**src/rtl/io_pkg.sv**
```systemverilog
// Shared definitions for the switch input peripheral.
// Word selects, button FSM states and the default debounce length.
package io_pkg;

    localparam logic [1:0] SEL_SW_LO  = 2'd0;
    localparam logic [1:0] SEL_SW_HI  = 2'd1;
    localparam logic [1:0] SEL_STATUS = 2'd2;
    localparam logic [1:0] SEL_ZERO   = 2'd3;

    typedef logic [1:0] btn_state_t;

    localparam btn_state_t B_IDLE    = 2'd0;
    localparam btn_state_t B_PRESS   = 2'd1;
    localparam btn_state_t B_HELD    = 2'd2;
    localparam btn_state_t B_RELEASE = 2'd3;

    localparam int DEFAULT_DB_CYCLES = 100000;

endpackage

```
**src/rtl/debounce_cell.sv**
```systemverilog
// Two-flop synchroniser followed by an optional shared-counter debounce.
// With FILTER = 0 the stable output is simply the synchronised input.
module debounce_cell
    import io_pkg::*;
#(
    parameter int WIDTH     = 1,
    parameter int DB_CYCLES = DEFAULT_DB_CYCLES,
    parameter int DB_W      = 17,
    parameter bit FILTER    = 1'b1
) (
    input  logic             clock,
    input  logic             reset,
    input  logic [WIDTH-1:0] raw,
    output logic [WIDTH-1:0] stable
);

    logic [WIDTH-1:0] meta;
    logic [WIDTH-1:0] sync;

    // Bring the asynchronous pins into the clock domain.
    always_ff @(posedge clock) begin
        if (reset) begin
            meta <= '0;
            sync <= '0;
        end else begin
            meta <= raw;
            sync <= meta;
        end
    end

    generate
        if (FILTER) begin : g_filter
            localparam logic [DB_W-1:0] DB_LAST = DB_W'(DB_CYCLES - 1);

            logic [WIDTH-1:0] prev;
            logic [WIDTH-1:0] stable_q;
            logic [DB_W-1:0]  count;

            // Accept a new level only after it has been steady long enough.
            always_ff @(posedge clock) begin
                if (reset) begin
                    prev     <= '0;
                    stable_q <= '0;
                    count    <= '0;
                end else begin
                    prev <= sync;
                    if (sync == stable_q) begin
                        count <= '0;
                    end else if (sync != prev) begin
                        count <= '0;
                    end else if (count == DB_LAST) begin
                        stable_q <= sync;
                        count    <= '0;
                    end else begin
                        count <= count + DB_W'(1);
                    end
                end
            end

            assign stable = stable_q;
        end else begin : g_pass
            assign stable = sync;
        end
    endgenerate

endmodule

```
**src/rtl/switch_input.sv**
```systemverilog
// Memory-mapped switch/button input port with sticky press event.
// Define SWITCH_DEBOUNCE_EN to enable counter-based debouncing.
module switch_input
    import io_pkg::*;
#(
    parameter int SW_WIDTH  = 24,
    parameter int DB_CYCLES = DEFAULT_DB_CYCLES,
    parameter int DB_W      = 17
) (
    input  logic                clock,
    input  logic                reset,
    input  logic                SwitchCtrl,
    input  logic                ioRead,
    input  logic [1:0]          reg_sel,
    input  logic [SW_WIDTH-1:0] switches,
    input  logic                button,
    output logic [15:0]         read_data,
    output logic                btn_event
);

`ifdef SWITCH_DEBOUNCE_EN
    localparam bit FILTER = 1'b1;
    localparam int EFF_DB = DB_CYCLES;
`else
    localparam bit FILTER = 1'b0;
    localparam int EFF_DB = 1;
`endif

    // Counter value on the last of EFF_DB consecutive samples
    // (the first sample is the one that leaves IDLE/HELD).
    localparam logic [DB_W-1:0] DB_LAST =
        (EFF_DB > 1) ? DB_W'(EFF_DB - 2) : '0;

    logic [SW_WIDTH-1:0] sw_stable;
    logic                btn_sync;
    btn_state_t          state;
    logic [DB_W-1:0]     cnt;
    logic                press_set;
    logic                rd;
    logic [31:0]         sw_ext;
    logic [15:0]         rd_word;

    debounce_cell #(
        .WIDTH     (SW_WIDTH),
        .DB_CYCLES (DB_CYCLES),
        .DB_W      (DB_W),
        .FILTER    (FILTER)
    ) u_sw_db (
        .clock  (clock),
        .reset  (reset),
        .raw    (switches),
        .stable (sw_stable)
    );

    // The button FSM does its own filtering, so only sync here.
    debounce_cell #(
        .WIDTH     (1),
        .DB_CYCLES (DB_CYCLES),
        .DB_W      (DB_W),
        .FILTER    (1'b0)
    ) u_btn_sync (
        .clock  (clock),
        .reset  (reset),
        .raw    (button),
        .stable (btn_sync)
    );

    // A press is accepted on the sample that completes the run of 1s.
    always_comb begin
        press_set = 1'b0;
        if (btn_sync) begin
            if (state == B_IDLE && EFF_DB == 1) begin
                press_set = 1'b1;
            end else if (state == B_PRESS && cnt == DB_LAST) begin
                press_set = 1'b1;
            end
        end
    end

    // Button press/release state machine.
    always_ff @(posedge clock) begin
        if (reset) begin
            state <= B_IDLE;
            cnt   <= '0;
        end else begin
            case (state)
                B_IDLE: begin
                    cnt <= '0;
                    if (btn_sync) begin
                        state <= press_set ? B_HELD : B_PRESS;
                    end
                end
                B_PRESS: begin
                    if (!btn_sync) begin
                        state <= B_IDLE;
                        cnt   <= '0;
                    end else if (press_set) begin
                        state <= B_HELD;
                        cnt   <= '0;
                    end else begin
                        cnt <= cnt + DB_W'(1);
                    end
                end
                B_HELD: begin
                    cnt <= '0;
                    if (!btn_sync) begin
                        state <= (EFF_DB == 1) ? B_IDLE : B_RELEASE;
                    end
                end
                B_RELEASE: begin
                    if (btn_sync) begin
                        state <= B_HELD;
                        cnt   <= '0;
                    end else if (cnt == DB_LAST) begin
                        state <= B_IDLE;
                        cnt   <= '0;
                    end else begin
                        cnt <= cnt + DB_W'(1);
                    end
                end
                default: begin
                    state <= B_IDLE;
                    cnt   <= '0;
                end
            endcase
        end
    end

    assign rd     = SwitchCtrl && ioRead;
    assign sw_ext = 32'(sw_stable);

    // Read word multiplexer.
    always_comb begin
        rd_word = 16'h0000;
        case (reg_sel)
            SEL_SW_LO:  rd_word = sw_ext[15:0];
            SEL_SW_HI:  rd_word = sw_ext[31:16];
            SEL_STATUS: rd_word = {15'b0, btn_event};
            default:    rd_word = 16'h0000;
        endcase
    end

    // Registered read data and sticky event; a new press beats a clear.
    always_ff @(posedge clock) begin
        if (reset) begin
            read_data <= 16'h0000;
            btn_event <= 1'b0;
        end else begin
            if (rd) begin
                read_data <= rd_word;
            end
            if (press_set) begin
                btn_event <= 1'b1;
            end else if (rd && reg_sel == SEL_STATUS) begin
                btn_event <= 1'b0;
            end
        end
    end

endmodule
```
**config.mk**
```make
export PLATFORM = sky130hd
export DESIGN_NAME = switch_input
export DESIGN_NICKNAME = d
export VERILOG_FILES = /design/src/rtl/io_pkg.sv /design/src/rtl/debounce_cell.sv /design/src/rtl/switch_input.sv
export SDC_FILE = /design/constraint.sdc
export NUM_CORES = 1
export LEC_CHECK = 0
export CAP_MARGIN = 15
export CORE_ASPECT_RATIO = 2
export CORE_MARGIN = 2
export CORE_UTILIZATION = 40
export CTS_CLUSTER_SIZE = 28
export DETAILED_ROUTE_END_ITERATION = 10
export PLACE_DENSITY = 0.74
export SLEW_MARGIN = 10
export SYNTH_ARGS = -nofsm -noshare
export SYNTH_HDL_FRONTEND = slang
export SYNTH_SLANG_ARGS = --single-unit
```
**constraint.sdc**
```tcl
create_clock -name clock -period 2.5 [get_ports clock]
set_input_delay 0.25 -clock clock [delete_from_list [all_inputs] [get_ports clock]]
set_output_delay 0.25 -clock clock [all_outputs]
set_load 0.02 [all_outputs]
```
==> impl_results.md, run 1 <==
- Gpl congestion: a little under 0.8
- Grt ovf: 0
- Ant. Diodes: 0
- DP HPWL: between 3000 and 4000 microns
- Synth async-reset ratio: 0%
- Worst-path clk slew: ~0.060 ns
- Register Area: roughly 0.0017 sq mm
- Clock root cell: clkbuf_16
- Die Y-Extent: 124 microns
- Reg power frac: about half
- Fin cells: around 420
- Filler instances: 604
- Fmax: slightly below 0.5 GHz
- CTS Hold Buffers Added: 0
- Switching Share: roughly a fifth
- Synth unique cells: 29
- Synth Cell Area: between 0.002 and 0.003 sq mm
- Post-layout min period: between 2 and 2.5 ns
- Starting Density: between 40% and 50%
- Clock Latency Late Sink: roughly 0.33 ns
- Internal power: approximately 2300 uW
- Outcome: completed
- DRT iter0 DRCs: 75
- Post-Syn Nets: 305
- Vias in the first global route: 1875
- Post-Place Cell Area: around 0.0034 sq mm
- Kind of end point of the critical path: flop
- #FFs+latches synth: 86
- Final core utilization: approximately 54%
- Largest net degree at the start of global routing: 45
- Placed insts: 403
- Setup violators final: 0
- P_sw: ~540 uW
- Fin area: ~0.0037 sq mm
- Max_slew headroom: between 40% and 50%
- Reg2reg setup slack: 0.47 ns
- Gate power share: about 4.6%
- Initial DRT Pass Iterations: 4
- Top cell type by total area after synthesis: dfxtp_1
- Critical path data arrival time: roughly 2.3 ns
- P_leak: about 0.0014 uW
- Pwr/cell area: about 760 mW/mm^2
- Count leader, synth: dfxtp_1
- Share of post-route cells with drive strength above 1: between 8 and 9%
- CTS Buf Count: 9
- Worst VDD drop: between 0.5 and 0.6 mV
- Gr usage total: between 10% and 20%
- Core Area: roughly 0.0069 sq mm
- Clock network fraction of design power: between 40% and 50%
- Post_cts resized: 0
- Initial antenna violation count: 0
- Area occupied by multi-input gates: 0.00109 sq mm
- Residual DRC: 0
- CTS H-tree depth: 3
- Worst setup SP type: flop
- Final ANT Viol Nets: 0
- Routed WL: around 5000 microns
- IO Pins: 48
- Vias per cell: around 4.7
- Total number of vias: slightly below 2k
- Drt wl/cell: approximately 12 microns
- YS warnings: 0
- Setup TNS: 0 ns
- Worst Path Required: 2.72 ns
- First-pass GRT wire length: ~8000 microns
- Worst slew pin tran: a little under 0.9 ns
- Period utilization: between 80% and 90%
- Synth area leaders: dfxtp_1, nor2b_1, nor2_1, a22oi_1, mux2_2
- CTS sink count: between 80 and 90
- Final hold viol count: 0
- Critical path class: flop to flop
- # rows: 43
- Die W: 64.1 microns
- Post-synth top flop: dfxtp_1
- Count of final max-slew check failures: 0
- Post-CTS setup buffers: 0
- Share of the synthesized area in the top cell type: between 50% and 60%
- RSZ-0062 raised after global routing: no
- Die Area: slightly below 0.008 sq mm
- Post-synth EDFFs: 0
- Port Buffer Count: 47
- CTS tree: yes
- Syn-to-layout area delta: 29.4%
- Register area share after synthesis: between 50% and 60%
- Clock Tree Buf Depth: 2
- # Max-Cap Violations: 0
- Nets: 357
- Min-delay worst type: input pin to flop
- Synth Instances: between 200 and 300
- Clock Skews: ~0.0076 ns
- Post-synth top cells: dfxtp_1, nor2b_1, nor2_1, a22oi_1
- Crit-path max FO: 10
- Syn Area/Cell: roughly 11 sq um
[per-stage QoR]
step,hold WS (ns),power (uW),setup WS (ns)
5_1_grt,0.368,2930,0.342
2_1_floorplan,0.378,1520,0.579
3_5_place_dp,0.421,1580,0.502
4_1_cts,0.330,2870,0.456
6_report,0.337,2830,0.471
3_3_place_gp,0.417,1580,0.563
[cell usage in the layout, fill, tap and decap left out, drive strengths merged, types with 3 or more instances in the layout]
cell | netlist | routed
dfxtp | 86 | 86
nor2b | 50 | 50
buf | 3 | 6
clkbuf | 8 | 12
mux2 | 7 | 7
a21oi | 4 | 4
and3 | 4 | 4
nand2 | 4 | 4
a22oi | 15 | 15
xnor2 | 9 | 9
nand3 | 9 | 9
nor2 | 34 | 34
nand4 | 3 | 3
nor4 | 3 | 3
nor3 | 4 | 4
clkdlybuf4s50 | 0 | 46
xor2 | 5 | 5
or4 | 5 | 5
inv | 6 | 7
[critical path: stages, from the launching register on]
cell and delay [ns]:
dfxtp_1 0.35, inv_1 0.08, ha_1 0.14, or4b_4 0.48
o41ai_4 0.44, or3_1 0.18, buf_4 0.17, nor2_1 0.06
[layout make-up]
class,instances,area share (%)
Clock buffer,12,6.60
Clock inverter,3,1.17
Inverter,6,0.603
Multi-Input combinational cell,169,29.1
Sequential cell,86,46.1
Tap cell,90,3.01
Timing Repair Buffer,52,13.5
[registers in the layout, summed over array words and instances, names as in the netlist]
signal             cells
read_data             16
state                  2
u_sw_db.stable        24
btn_event              1
u_btn_sync.meta        1
cnt                   17
u_sw_db.meta          24
u_btn_sync.stable      1
[logic make-up (layout without fill, tap and decap cells)]
kind of cell | Yosys count | count (layout) | share of synthesized area (%)
adders and majority gates | 2 | 2 | 0.866
muxes | 9 | 9 | 3.42
xor gates and xnor gates | 14 | 14 | 4.25
DFF | 86 | 86 | 59.6
buffers and inverters | 17 | 73 | 2.73
and+or+nand+nor | 120 | 120 | 22.7
AOI/OAI and AO/OA | 24 | 24 | 6.46
[power by group through the flow]
stage / sequential [uW] / clock (uW) / combinational (uW)
floorplan: 1450 / 0 / 60.8
global placement: 1450 / 0 / 128
detailed placement: 1450 / 0 / 131
CTS: 1420 / 1310 / 131
global route: 1430 / 1370 / 142
finish: 1420 / 1280 / 129
[path summary, 6_finish.rpt]
kind,from,endpoint,depth (start not counted)
setup / recovery,cnt[0],cnt[4],7
hold / removal,reset,read_data[15],2
setup reg to reg,cnt[0],cnt[4],7
hold reg to reg,u_sw_db.meta[10],u_sw_db.stable[10],1
[per-layer routing]
layer	vias to the layer above	share of wire, %	wire (microns)	track usage [%]
met1	881	38	1870	13.1
met4	0	2.6	127	9.24
met2	48	55	2760	25.5
met5	-	0	0	0
met3	11	4.4	217	4.07
li1	1010	-	-	-
No activity file was read; power rests on OpenSTA's default activity.
==> inputs of run 2 (changes only) <==
Clock period 2.5 ns to 2 ns, I/O delays scaled along.
==> run 2 against run 1 <==
- clock power grew 30%
- sequential cell count unchanged
- largest power group unchanged
- combinational power rose by 26%
- clock skew down 0.0039 ns
- sequential power grew 25%
- count of clock-buffer cells in the layout fell by 2
- cell count increased by 0.72%
- fmax rose by 6.0%
- critical path depth stayed put
- total power up 27%
- final area grew 1.1%
- critical path type unchanged
- hold slack got worse by 0.13 ns
- highest routed layer unchanged
==> impl_results.md, run 2 (synthesized netlist as in run 1, its figures left out) <==
- P_leak: ~0.0014 uW
- Met3 Use GR: ~4.6%
- Placed insts: between 400 and 500
- CTS Hold Buffers Added: 0
- Crit-path max cell delay: approximately 0.46 ns
- Clock Latency Late Sink: between 0.3 and 0.4 ns
- Worst Path Required: approximately 2.2 ns
- Crit-path max FO: 7
- Core Area: slightly below 0.007 sq mm
- CTS Buf Count: 9
- Drt wl/cell: 11.9 microns
- Final hold viol count: 0
- Worst slew pin tran: 0.496 ns
- Vias per cell: 4.69
- Port Buffer Count: 47
- Syn-to-layout area delta: 30.8%
- Gate power share: about 4.5%
- Routed WL: approximately 5000 microns
- Critical path data arrival time: roughly 2.1 ns
- Gpl congestion: between 0.8 and 0.9
- CTS H-tree depth: 3
- # rows: 43
- Period utilization: a little over nine tenths
- Clock Skews: 0.00370 ns
- # Max-Cap Violations: 0
- Fmax: roughly 0.52 GHz
- Gr usage total: between 10 and 15%
- Clock network fraction of design power: a little under half
- FF-to-FF End: cnt[16]
- Critical path class: flop to flop
- Die Area: about 0.0080 sq mm
- GRT Max-Usage Layer: met2
- Clock Tree Buf Depth: 2
- P_sw: between 700 and 800 uW
- Ant. Diodes: 0
- Max_slew headroom: between 60% and 70%
- Kind of end point of the critical path: flop
- Pwr/cell area: approximately 950 mW/mm^2
- Most frequent cells in the layout: dfxtp_1, nor2b_1, clkdlybuf4s50_1
- Reg power frac: about half
- Initial DRT Pass Iterations: 4
- Starting Density: 41.6%
- Residual DRC: 0
- Share of post-route cells with drive strength above 1: between 10% and 20%
- Worst-path clk slew: ~0.060 ns
- Met1 usage: approximately an eighth
- CP max-delay cell: or4b_4
- IO Pins: 48
- Min-delay worst type: input pin to flop
- Worst setup startpoint: cnt[0]
- Clock root cell: clkbuf_16
- Internal power: 2870 uW
- Outcome: completed
- Largest net degree at the start of global routing: 34
- Fin cells: 421
- Grt ovf: 0
- Count of final max-slew check failures: 0
- First-pass GRT wire length: 8120 microns
- Switching Share: around a fifth
- Critical Path, Cell by Cell: inv_1 -> ha_1 -> or4b_4 -> o41ai_4 -> or3_4 -> buf_4 -> a21oi_1
- Die W: ~64 microns
- R2r worst-path depth: 7
- Post_cts resized: 0
- Nets: about 360
- DP HPWL: roughly 3600 microns
- CTS sink count: between 80 and 90
- Setup violators final: 0
- Final ANT Viol Nets: 0
- Critical Path End: cnt[16]
- GR Layer Usage met2: about a quarter
- Initial antenna violation count: 0
- RSZ-0062 raised after global routing: no
- Die Y-Extent: approximately 120 microns
- Worst VDD drop: 0.667 mV
- Vias in the first global route: around 1.9k
- DRT iter0 DRCs: 65
- Setup TNS: 0 ns
- CTS tree: yes
- Reg2reg setup slack: 0.09 ns
- Total number of vias: between 1.5k and 2k
- Post-layout min period: between 1.5 and 2 ns
- Reg-to-Reg Start: cnt[0]
- Worst setup SP type: flop
- Commonest non-fill, non-tap cell in the layout: dfxtp_1
- Post-CTS setup buffers: 0
run 2: cell types whose count changed in the layout (fill, tap and decap cells not counted), sizes merged:
cell / delta
clkinvlp: +2
buf: +2
clkbuf: -2
inv: +1
run 2: area by class of cell:
cell class / instances / area (sq um)
clock buffer: 10 / 239
clock inverter: 6 / 67.6
fill: 607 / 3160
inverter: 6 / 22.5
multi-input combinational: 169 / 1090
sequential: 86 / 1720
tap: 90 / 113
timing repair buffer: 54 / 522
run 2: stage by stage:
stage	util, %	total power, uW	hold slack (ns)	cell area (sq um)	setup slack (ns)
6_report	54.4	3600	0.203	3780	0.0857
5_1_grt	54.4	3730	0.212	3780	0.00815
4_1_cts	54.3	3640	0.191	3770	0.0611
3_5_place_dp	49.9	1980	0.422	3460	0.0775
3_3_place_gp	49.9	1980	0.418	3460	0.132
2_1_floorplan	-	1890	0.328	2890	0.0793
run 2: routing by layer:
| metal | wire length (microns) | up-vias |
|---|---|---|
| li1 | - | 1012 |
| met1 | 1920 | 903 |
| met2 | 2700 | 47 |
| met3 | 215 | 11 |
| met4 | 156 | 0 |
| met5 | 0 | - |
run 2: power by group through the flow:
stage / combinational [uW] / sequential (uW) / clock [uW]
floorplan: 76.0 / 1820 / 0
global placement: 162 / 1810 / 0
detailed placement: 165 / 1820 / 0
CTS: 165 / 1780 / 1700
global route: 181 / 1780 / 1770
finish: 162 / 1780 / 1660
run 2: worst min path at each step:
stage,cells past startpoint,from,slack (ns),endpoint
2_1_floorplan,1,button,0.33,u_btn_sync.meta
6_report,2,reset,0.20,read_data[7]
4_1_cts,2,reset,0.19,read_data[7]
5_1_grt,2,reset,0.21,state[1]
3_3_place_gp,1,u_sw_db.meta[12],0.42,u_sw_db.stable[12]
3_5_place_dp,1,u_sw_db.meta[17],0.42,u_sw_db.stable[17]
run 2: critical path: cells and delay by family, from the launching register on:
family | cells | cell delay (ns)
and+or+nand+nor | 2 | 0.66
AOI/OAI and AO/OA | 2 | 0.44
DFF | 1 | 0.35
buffers and inverters | 2 | 0.21
adders and majority gates | 1 | 0.13
